--- src/rtl/word_unloader.sv ---
// Parallel-to-serial word reader: captures a word on ld, drains it bit by bit
// over a valid/ready handshake, then emits a one-cycle done pulse.
module word_unloader #(
    parameter int unsigned size      = 3,
    parameter bit          MSB_FIRST = 1'b1
) (
    input  logic            clk,
    input  logic            rst,
    input  logic            ld,
    input  logic [size-1:0] inputData,
    output logic            busy,
    output logic            serOut,
    output logic            serValid,
    input  logic            serReady,
    output logic            done
);

    localparam int unsigned CW = (size > 1) ? $clog2(size) : 1;
    localparam logic [CW-1:0] LAST = CW'(size - 1);

    typedef enum logic [1:0] {IDLE, SHIFT, DONE} state_t;

    state_t          state_q, state_d;
    logic [size-1:0] shreg_q, shreg_d;
    logic [CW-1:0]   cnt_q, cnt_d;
    logic            busy_q, busy_d;
    logic            valid_q, valid_d;
    logic            done_q, done_d;

    always_comb begin
        state_d = state_q;
        shreg_d = shreg_q;
        cnt_d   = cnt_q;
        case (state_q)
            IDLE: begin
                if (ld) begin
                    shreg_d = inputData;
                    cnt_d   = '0;
                    state_d = SHIFT;
                end
            end
            SHIFT: begin
                if (valid_q && serReady) begin
                    shreg_d = MSB_FIRST ? (shreg_q << 1) : (shreg_q >> 1);
                    cnt_d   = cnt_q + CW'(1);
                    if (cnt_q == LAST) state_d = DONE;
                end
            end
            DONE:    state_d = IDLE;
            default: state_d = IDLE;
        endcase
        // Flags are registered from the next state so serValid never depends on serReady combinationally.
        busy_d  = (state_d != IDLE);
        valid_d = (state_d == SHIFT);
        done_d  = (state_d == DONE);
    end

    always_ff @(posedge clk or negedge rst) begin
        if (!rst) begin
            state_q <= IDLE;
            shreg_q <= '0;
            cnt_q   <= '0;
            busy_q  <= 1'b0;
            valid_q <= 1'b0;
            done_q  <= 1'b0;
        end else begin
            state_q <= state_d;
            shreg_q <= shreg_d;
            cnt_q   <= cnt_d;
            busy_q  <= busy_d;
            valid_q <= valid_d;
            done_q  <= done_d;
        end
    end

    assign busy     = busy_q;
    assign serValid = valid_q;
    assign done     = done_q;
    assign serOut   = valid_q & (MSB_FIRST ? shreg_q[size-1] : shreg_q[0]);

endmodule

--- config.mk ---
export PLATFORM = sky130hd
export DESIGN_NAME = word_unloader
export DESIGN_NICKNAME = d
export VERILOG_FILES = /design/src/rtl/word_unloader.sv
export SDC_FILE = /design/constraint.sdc
export NUM_CORES = 1
export LEC_CHECK = 0
export CORE_AREA = 2 2 39 41
export DETAILED_ROUTE_END_ITERATION = 6
export DIE_AREA = 0 0 41 43
export PLACE_DENSITY = 0.67
export SLEW_MARGIN = 20
export SYNTH_ARGS = -nofsm -noshare
export SYNTH_HDL_FRONTEND = slang
export SYNTH_SLANG_ARGS = --single-unit
--- constraint.sdc ---
create_clock -name clk -period 1.15 [get_ports clk]
set_input_delay 0.23 -clock clk [delete_from_list [all_inputs] [get_ports clk]]
set_output_delay 0.23 -clock clk [all_outputs]
set_load 0.03 [all_outputs]
Word level (Yosys, flattened, before mapping):

Cells that the tools add are included.

* add/subtract/negate cells: 1
* eq/ne operators: 6
* mux-type cells: 10
* bitwise gates (word level): 1
* reductions and logical operators: 5

Operators by type and width (count)
* 2-bit 2-to-1 mux: 5
* 2-bit case mux with 2 select lines: 2
* 3-bit 2-to-1 mux: 2
* 3-bit case mux with 2 select lines: 1
* 2-bit by 1-bit equality test with 1-bit output, second input constant: 2
* 2-bit equality test, second input constant: 2
* 2-bit != test, second input constant: 2
* 2-bit nonzero test: 2
* 3-bit AND reduction: 1
* 2-bit by 1-bit adder with 2-bit output, second input constant: 1
* 2-bit zero test: 1
* 1-bit AND: 1
* 1-bit logical AND: 1

* register bits after elaboration: 10
* input port bits: 7
* output and inout port bits: 4
* word-level logic and storage cells: 29

Longest topological paths before layout:

Gate-level depths: netlist of run 1.

* depth in word-level cells: 5
* depth in mapped cells: 4
* gate-level depth less buffers: 4

Least setup slack after synthesis of run 1:

OpenSTA, ideal clock, no wires.

* path kind: register to register
* start: register state_q[0]
* end: register cnt_q[0]
* setup time: 125 ps
* arrival: 1158 ps
* data required time: 1025 ps
* setup slack: -133 ps
* stages on the path, launching flop included: 4
* buffers on the path: 0
* period minus slack after synthesis: 1283 ps
* cell sequence: dfrtp_1 -> nor2b_2 -> a32o_2 -> mux2_4

* cells in the longest elaborated chain, start to end: 3
* elaborated cells between the ends (all ways): 7
* those cells by class: 3 x eq/ne; 1 x mux; 3 x reduce/logical

RTL lines
* from (decl): line 23 `state_t state_q, state_d;`
* from (signal assigned): line 67 `state_q <= state_d;`
* 2-bit by 1-bit equality test with 1-bit output or 2-bit zero test (tied branches): line 34 `case (state_q)`
* 2-bit != test (no line) or 2-bit nonzero test (tied branches)
* 3-bit AND reduction (no line)
* to (signal assigned): line 69 `cnt_q <= cnt_d;`
* to (decl): line 25 `logic [CW-1:0] cnt_q, cnt_d;`

Several ways; a longest one is shown, not always the timed one.
A chain may end at the register's enable or synchronous reset.

Worst setup path in the final report of run 1:

* start: register state_q[1]
* end: register shreg_q[1]

* cells in the longest elaborated chain, start to end: 3
* elaborated cells between the ends (all ways): 7
* those cells by class: 3 x eq/ne; 1 x mux; 3 x reduce/logical

RTL lines
* 2-bit by 1-bit equality test with 1-bit output or 2-bit zero test (tied branches): line 34
* 2-bit != test (no line) or 2-bit nonzero test (tied branches)
* 3-bit AND reduction (no line)
* to (signal assigned): line 68 `shreg_q <= shreg_d;`
* to (decl): line 24 `logic [size-1:0] shreg_q, shreg_d;`

Several ways; a longest one is shown, not always the timed one.

==> results of run 1 <==
path summary, 6_finish.rpt:
| check | to | slack, ns | cells after the start |
|---|---|---|---|
| setup / recovery | shreg_q[1] | -0.15 | 3 |
| hold / removal | state_q[0] | 0.25 | 2 |
| setup reg to reg | shreg_q[1] | -0.15 | 3 |
| hold reg to reg | shreg_q[1] | 0.53 | 1 |
| max in group asynchronous | serValid | 0.74 | 2 |
| min in group clk | shreg_q[1] | 0.53 | 1 |
power breakdown:
part,total [µW],switching [µW],internal [µW]
sequential,573,80.0,493
clock,318,126,192
combinational,923,382,540
total,1810,588,1230
cell families after synthesis:
logic type,Yosys count,share of synthesized area (%)
DFF,10,56.7
muxes,6,18.7
buffers and inverters,2,1.70
adders and majority gates,1,2.83
AOI/OAI and AO/OA,2,3.68
and+or+nand+nor,14,16.4
placed cells by master, fill, tap and decap left out, types with 2 or more instances in the layout:
master	n
sky130_fd_sc_hd__mux2_4	4
sky130_fd_sc_hd__nor2_1	7
sky130_fd_sc_hd__buf_6	3
sky130_fd_sc_hd__inv_1	2
sky130_fd_sc_hd__buf_4	9
sky130_fd_sc_hd__mux2_2	2
sky130_fd_sc_hd__clkbuf_4	3
sky130_fd_sc_hd__and2_4	2
sky130_fd_sc_hd__dfrtp_1	9
sky130_fd_sc_hd__clkdlybuf4s50_1	6
stage by stage:
step,instances,utilization [%],cell area [µm²],power [µW]
2_1_floorplan,35,-,448,1120
3_3_place_gp,68,44.1,611,1390
3_5_place_dp,68,44.1,611,1410
4_1_cts,72,47.7,661,1790
5_1_grt,73,48.5,671,1940
6_report,73,48.5,671,1810
layer usage:
layer  share of wire (%)  vias to the layer above  global-route usage [%]
met2                  47                       11                    18.8
met5                   0                        -                       0
met3                 7.2                        0                    6.28
li1                    -                      162                       -
met1                  46                      156                    15.4
met4                   0                        0                    10.0
flip-flops by register name (all words and copies together), names as in the netlist:
signal    count
state_q       2
shreg_q       3
busy          1
done          1
cnt_q         2
serValid      1
cell type report:
| type | instances | area, µm² | share of cell area (%) |
|---|---|---|---|
| Inverter | 2 | 7.51 | 1.12 |
| Multi-Input combinational cell | 23 | 194 | 28.9 |
| Tap cell | 16 | 20.0 | 2.99 |
| Sequential cell | 10 | 251 | 37.5 |
| Clock buffer | 4 | 36.3 | 5.41 |
| Timing Repair Buffer | 18 | 161 | 24.1 |
critical path, cell delays in order, from the launching register on:
cell	delay (ns)
sky130_fd_sc_hd__dfrtp_1	0.42
sky130_fd_sc_hd__nor2b_4	0.16
sky130_fd_sc_hd__mux2_2	0.36
sky130_fd_sc_hd__mux2_4	0.25
timing repair:
action                     CTS  global route
gates resized for setup      4             1
setup endpoints to repair    6             8
buffers inserted             0             1
pin swaps                    0             2
==> impl_metrics.toml, run 1 <==
[synth]
netlist_instances = 35
postSynthRegisterBits = 10
synthMostInstantiatedCell = "sky130_fd_sc_hd__dfrtp_1"
post_synth_instance_area_um2 = 442
postSynthAreaPerCell_um2 = 12.6
unique_masters_post_synth = 13
synth_top_area_share_pct = 56.7
post_synth_edffs = 0
synth_top_cells_by_area = "sky130_fd_sc_hd__dfrtp_1 57%, sky130_fd_sc_hd__mux2_4 14%, sky130_fd_sc_hd__nor2_1 5.9%"
ys.flop_type = "sky130_fd_sc_hd__dfrtp_1"
post-synth-top-area-cell = "sky130_fd_sc_hd__dfrtp_1"
yosysWarnings = 0
share_of_flip_flops_with_an_asynchronous_set_or_reset_after_synthesis_pct = 100
synthesis.nets = 43
sequential_cell_area_fraction_in_the_yosys_report_pct = 56.7
synth.cells.most_frequent = "10 x sky130_fd_sc_hd__dfrtp_1, 7 x sky130_fd_sc_hd__nor2_1, 4 x sky130_fd_sc_hd__mux2_4"

[place]
place.port_buffers = 10
preCtsSetupSlack_ns = -0.281
hpwl_um = 678
gp_routability_congestion = 0.722

[sta]
fin_setup_tns_ns = -0.706
timing.final.crit_period_ns = 1.30
maxSlewHeadroom_pct = 85.0
final_max_slew_viol_count = 0
hold_violations = 0
worstMarginPinSlew_ns = 0.225
period_share_pct = 113
setup_repair_after_global_routing_missed_its_margin = "true"
hold_ws_ns = 0.252
timing.final.setup_violations = 6
finClkSkew_ns = 0.000315
post-route-worst-setup-slack_ns = -0.145
max_clock_freq_ghz = 0.772

[cts]
post_cts_hold_buffer_count = 0
tritoncts = "done"
cts_made_buffers = 3
clock_tree.root_cell = "sky130_fd_sc_hd__clkbuf_4"
max_root_sink_buffers = 2
cts.sinks = 10
clk_transition_reported_paths_ns = 0.07
clk-insertion-delay-late_ns = 0.27
htreeDepth = 1

[route]
drtAntennaViolNets = 0
drt-pass1-iter-count = 3
drt_drc_violations_left = 0
drt_iter0_markers = 2
wl_per_cell_um = 13.0
via_count = 329
via_per_inst = 4.51
postRouteWirelength_um = 951

[critical_path]
setup.worst_path.class = "reg2reg"
timing.critical_path.fanout_max = 3
worstPathRequired_ns = 1.31
worstSetupEndpointType = "flop"
type_of_element_launching_the_critical_path = "flop"
cp-startpoint = "state_q[1]"
critical_path.reg2reg.startpoint = "state_q[1]"
worst-endpoint-arrival_ns = 1.45

[global_route]
via_count_of_the_first_global_routing_pass = 338
grt.overflow.total = 0
grt_pass1_wl_um = 1460
grt.total_usage_pct = 13.5
initial_antenna_violation_count = 0
grt_max_degree = 11

[run_status]
violations = "negative setup slack"
run_status = "finished, violations left"

[die]
start_util_pct = 31.9
floorplan.io_pins = 11
std_cell_rows = 14
die_area_um2 = 1760
die_ht_um = 43
die_width_um = 41
placeable_area_um2 = 1380

[run]
drv.max_cap_violation_count = 0

[min_path]
min_path_type = "in2async"

[pwr]
leakagePower_uw = 0.000336
vdd_ir_drop_max_mv = 0.998
power_density_nw_per_um2 = 2700

[layout]
layout-drive-gt1-share_pct = 47.4
fillers = 131
nNetsFinal = 66
antenna-diode-count = 0
areaGrowthSynthToFinish_pct = 51.8
Power figures use the tool's default switching activity.
==> inputs of run 2 (changes only) <==
--- a/config.mk
+++ b/config.mk
@@ -9,6 +9,7 @@
 export DETAILED_ROUTE_END_ITERATION = 6
 export DIE_AREA = 0 0 41 43
 export PLACE_DENSITY = 0.67
+export REMOVE_ABC_BUFFERS = 1
 export SLEW_MARGIN = 20
 export SYNTH_ARGS = -nofsm -noshare
 export SYNTH_HDL_FRONTEND = slang
==> run 2 against run 1 <==
Effect of this change:
- the run still ends with negative setup slack left
- worst hold slack improved by 0.0080 ns
- cell count is 4.1% lower
- core utilization decreased by 2.4 points
- critical endpoint is now shreg_q[2]
- maximum frequency decreased by 1.6%
- combinational power is 8.9% lower
- final area down 4.9%
- worst setup slack got worse by 0.021 ns
- sequential cell count did not move
- routed wire length shrank 3.9%
- via count is 1.8% lower
- power shrank 8.8%
- register-to-register slack got worse by 0.02 ns
==> impl_metrics.toml, run 2 (same netlist as run 1, synthesis figures left out) <==
[run_status]
run_status = "finished, violations left"
violations = "negative setup slack"

[pwr]
leakagePower_uw = 0.000318
vdd_ir_drop_max_mv = 0.999
power.internal_uw = 1100
netSwitchingFraction_pct = 33.5
p_comb_share_pct = 50.8
power_density_nw_per_um2 = 2590
power_switching_uw = 555
clockPowerShare_pct = 13.9
power_frac_seq_pct = 35.2
post-layout-total-power_uw = 1650

[place]
place.port_buffers = 10
hpwl_um = 654
gp_routability_congestion = 0.690
detailed_place.area_um2 = 589

[global_route]
globalRouteMet3Util_pct = 3.14
grt_pass1_wl_um = 1470
grt_busiest_layer = "met2"
grt.total_usage_pct = 13.1
grt.overflow.total = 0
gr-usage-met1_pct = 13.0
via_count_of_the_first_global_routing_pass = 343
gr-usage-met2_pct = 22.5
grt_max_degree = 11
initial_antenna_violation_count = 0

[sta]
post-route-worst-setup-slack_ns = -0.166
hold_violations = 0
max_clock_freq_ghz = 0.760
timing.final.setup_violations = 5
finClkSkew_ns = 0.00781
hold_ws_ns = 0.260
timing.final.crit_period_ns = 1.32
worstMarginPinSlew_ns = 0.183
maxSlewHeadroom_pct = 87.8
period_share_pct = 114
final_max_slew_viol_count = 0
setup_repair_after_global_routing_missed_its_margin = "true"

[cts]
cts_made_buffers = 3
clk_transition_reported_paths_ns = 0.07
htreeDepth = 1
cts.sinks = 10
clock_tree.root_cell = "sky130_fd_sc_hd__clkbuf_4"
tritoncts = "done"
clk-insertion-delay-late_ns = 0.26
max_root_sink_buffers = 2

[critical_path]
path_cells = "nor2b_4 > a32o_2 > mux2_4"
worst-endpoint-arrival_ns = 1.45
max_stage_delay_cell_worst_path = "sky130_fd_sc_hd__dfrtp_1"
setup.worst_path.class = "reg2reg"
cp_num_buf_inv = 0
worstPathRequired_ns = 1.29
crit_path_largest_cell_delay_ns = 0.43
delay_heaviest_family_cp = "flip-flops"
timing.critical_path.fanout_max = 5
type_of_element_launching_the_critical_path = "flop"
worstSetupEndpointType = "flop"

[layout]
nNetsFinal = 64
layout-drive-gt1-share_pct = 40.7
antenna-diode-count = 0
post-route-util_pct = 46.1
final_cell_mix = "10 x sky130_fd_sc_hd__dfrtp_1, 7 x sky130_fd_sc_hd__nor2_1, 7 x sky130_fd_sc_hd__buf_4, 6 x sky130_fd_sc_hd__clkdlybuf4s50_1, 4 x sky130_fd_sc_hd__mux2_4"
areaGrowthSynthToFinish_pct = 44.5
mostFrequentLayoutCell = "sky130_fd_sc_hd__dfrtp_1"
top_regs = "shreg_q: 3 flops, cnt_q: 2 flops, state_q: 2 flops"
final_cell_area_um2 = 638
largest_register = "shreg_q"
largest_register_ff_count = 3

[run]
drv.max_cap_violation_count = 0

[die]
placeable_area_um2 = 1380
floorplan.io_pins = 11
die_area_um2 = 1760
start_util_pct = 31.9
std_cell_rows = 14
die_ht_um = 43
die_width_um = 41

[route]
drtAntennaViolNets = 0
via_count = 323
drt_drc_violations_left = 0
drt-pass1-iter-count = 2
postRouteWirelength_um = 914
wl_per_cell_um = 13.1
via_per_inst = 4.61
drt_iter0_markers = 4

[min_path]
min_path_type = "in2async"
run 2: worst paths after layout:
kind / startpoint / endpoint / slack [ns] / cells past startpoint
hold reg to reg: shreg_q[1] / shreg_q[1] / 0.52 / 1
hold / removal: rst / done / 0.26 / 2
max in group asynchronous: rst / cnt_q[0] / 0.74 / 2
min in group clk: shreg_q[1] / shreg_q[1] / 0.52 / 1
setup / recovery: state_q[1] / shreg_q[2] / -0.17 / 3
setup reg to reg: state_q[1] / shreg_q[2] / -0.17 / 3
run 2: layout make-up:
class                           instances  area [µm²]
Multi-Input combinational cell         23         191
Clock buffer                            3        22.5
Timing Repair Buffer                   16         146
Tap cell                               16        20.0
Inverter                                2        7.51
Sequential cell                        10         250
Fill cell                             127         746
run 2: layer usage:
layer	vias to the layer above	routed length, µm
met5	-	0
met4	0	7
met3	2	55
met2	10	475
met1	155	375
li1	156	-
run 2: through the flow:
stage | std cells | setup slack [ns] | setup TNS (ns)
2_1_floorplan | 35 | -0.133 | -0.532
3_3_place_gp | 66 | -0.264 | -1.21
3_5_place_dp | 66 | -0.272 | -1.26
4_1_cts | 70 | -0.177 | -0.820
5_1_grt | 70 | -0.214 | -1.03
6_report | 70 | -0.166 | -0.781
run 2: worst register-to-register path, stage by stage (launching register included):
cell and delay [ns]:
sky130_fd_sc_hd__dfrtp_1 0.43, sky130_fd_sc_hd__nor2b_4 0.16, sky130_fd_sc_hd__a32o_2 0.28, sky130_fd_sc_hd__mux2_4 0.32
run 2: power groups by stage:
stage | clock network (µW) | registers [µW] | logic [µW]
6_report | 230 | 583 | 841
4_1_cts | 239 | 583 | 848
3_5_place_dp | 0 | 583 | 769
5_1_grt | 249 | 602 | 922
2_1_floorplan | 0 | 637 | 463
3_3_place_gp | 0 | 576 | 742
run 2: timing repair:
action,in CTS,in global routing
hold buffers,0,0
pin swaps,1,1
setup endpoints to repair,7,8
cloned,0,0
gates resized for setup,5,0
setup buffers,1,0
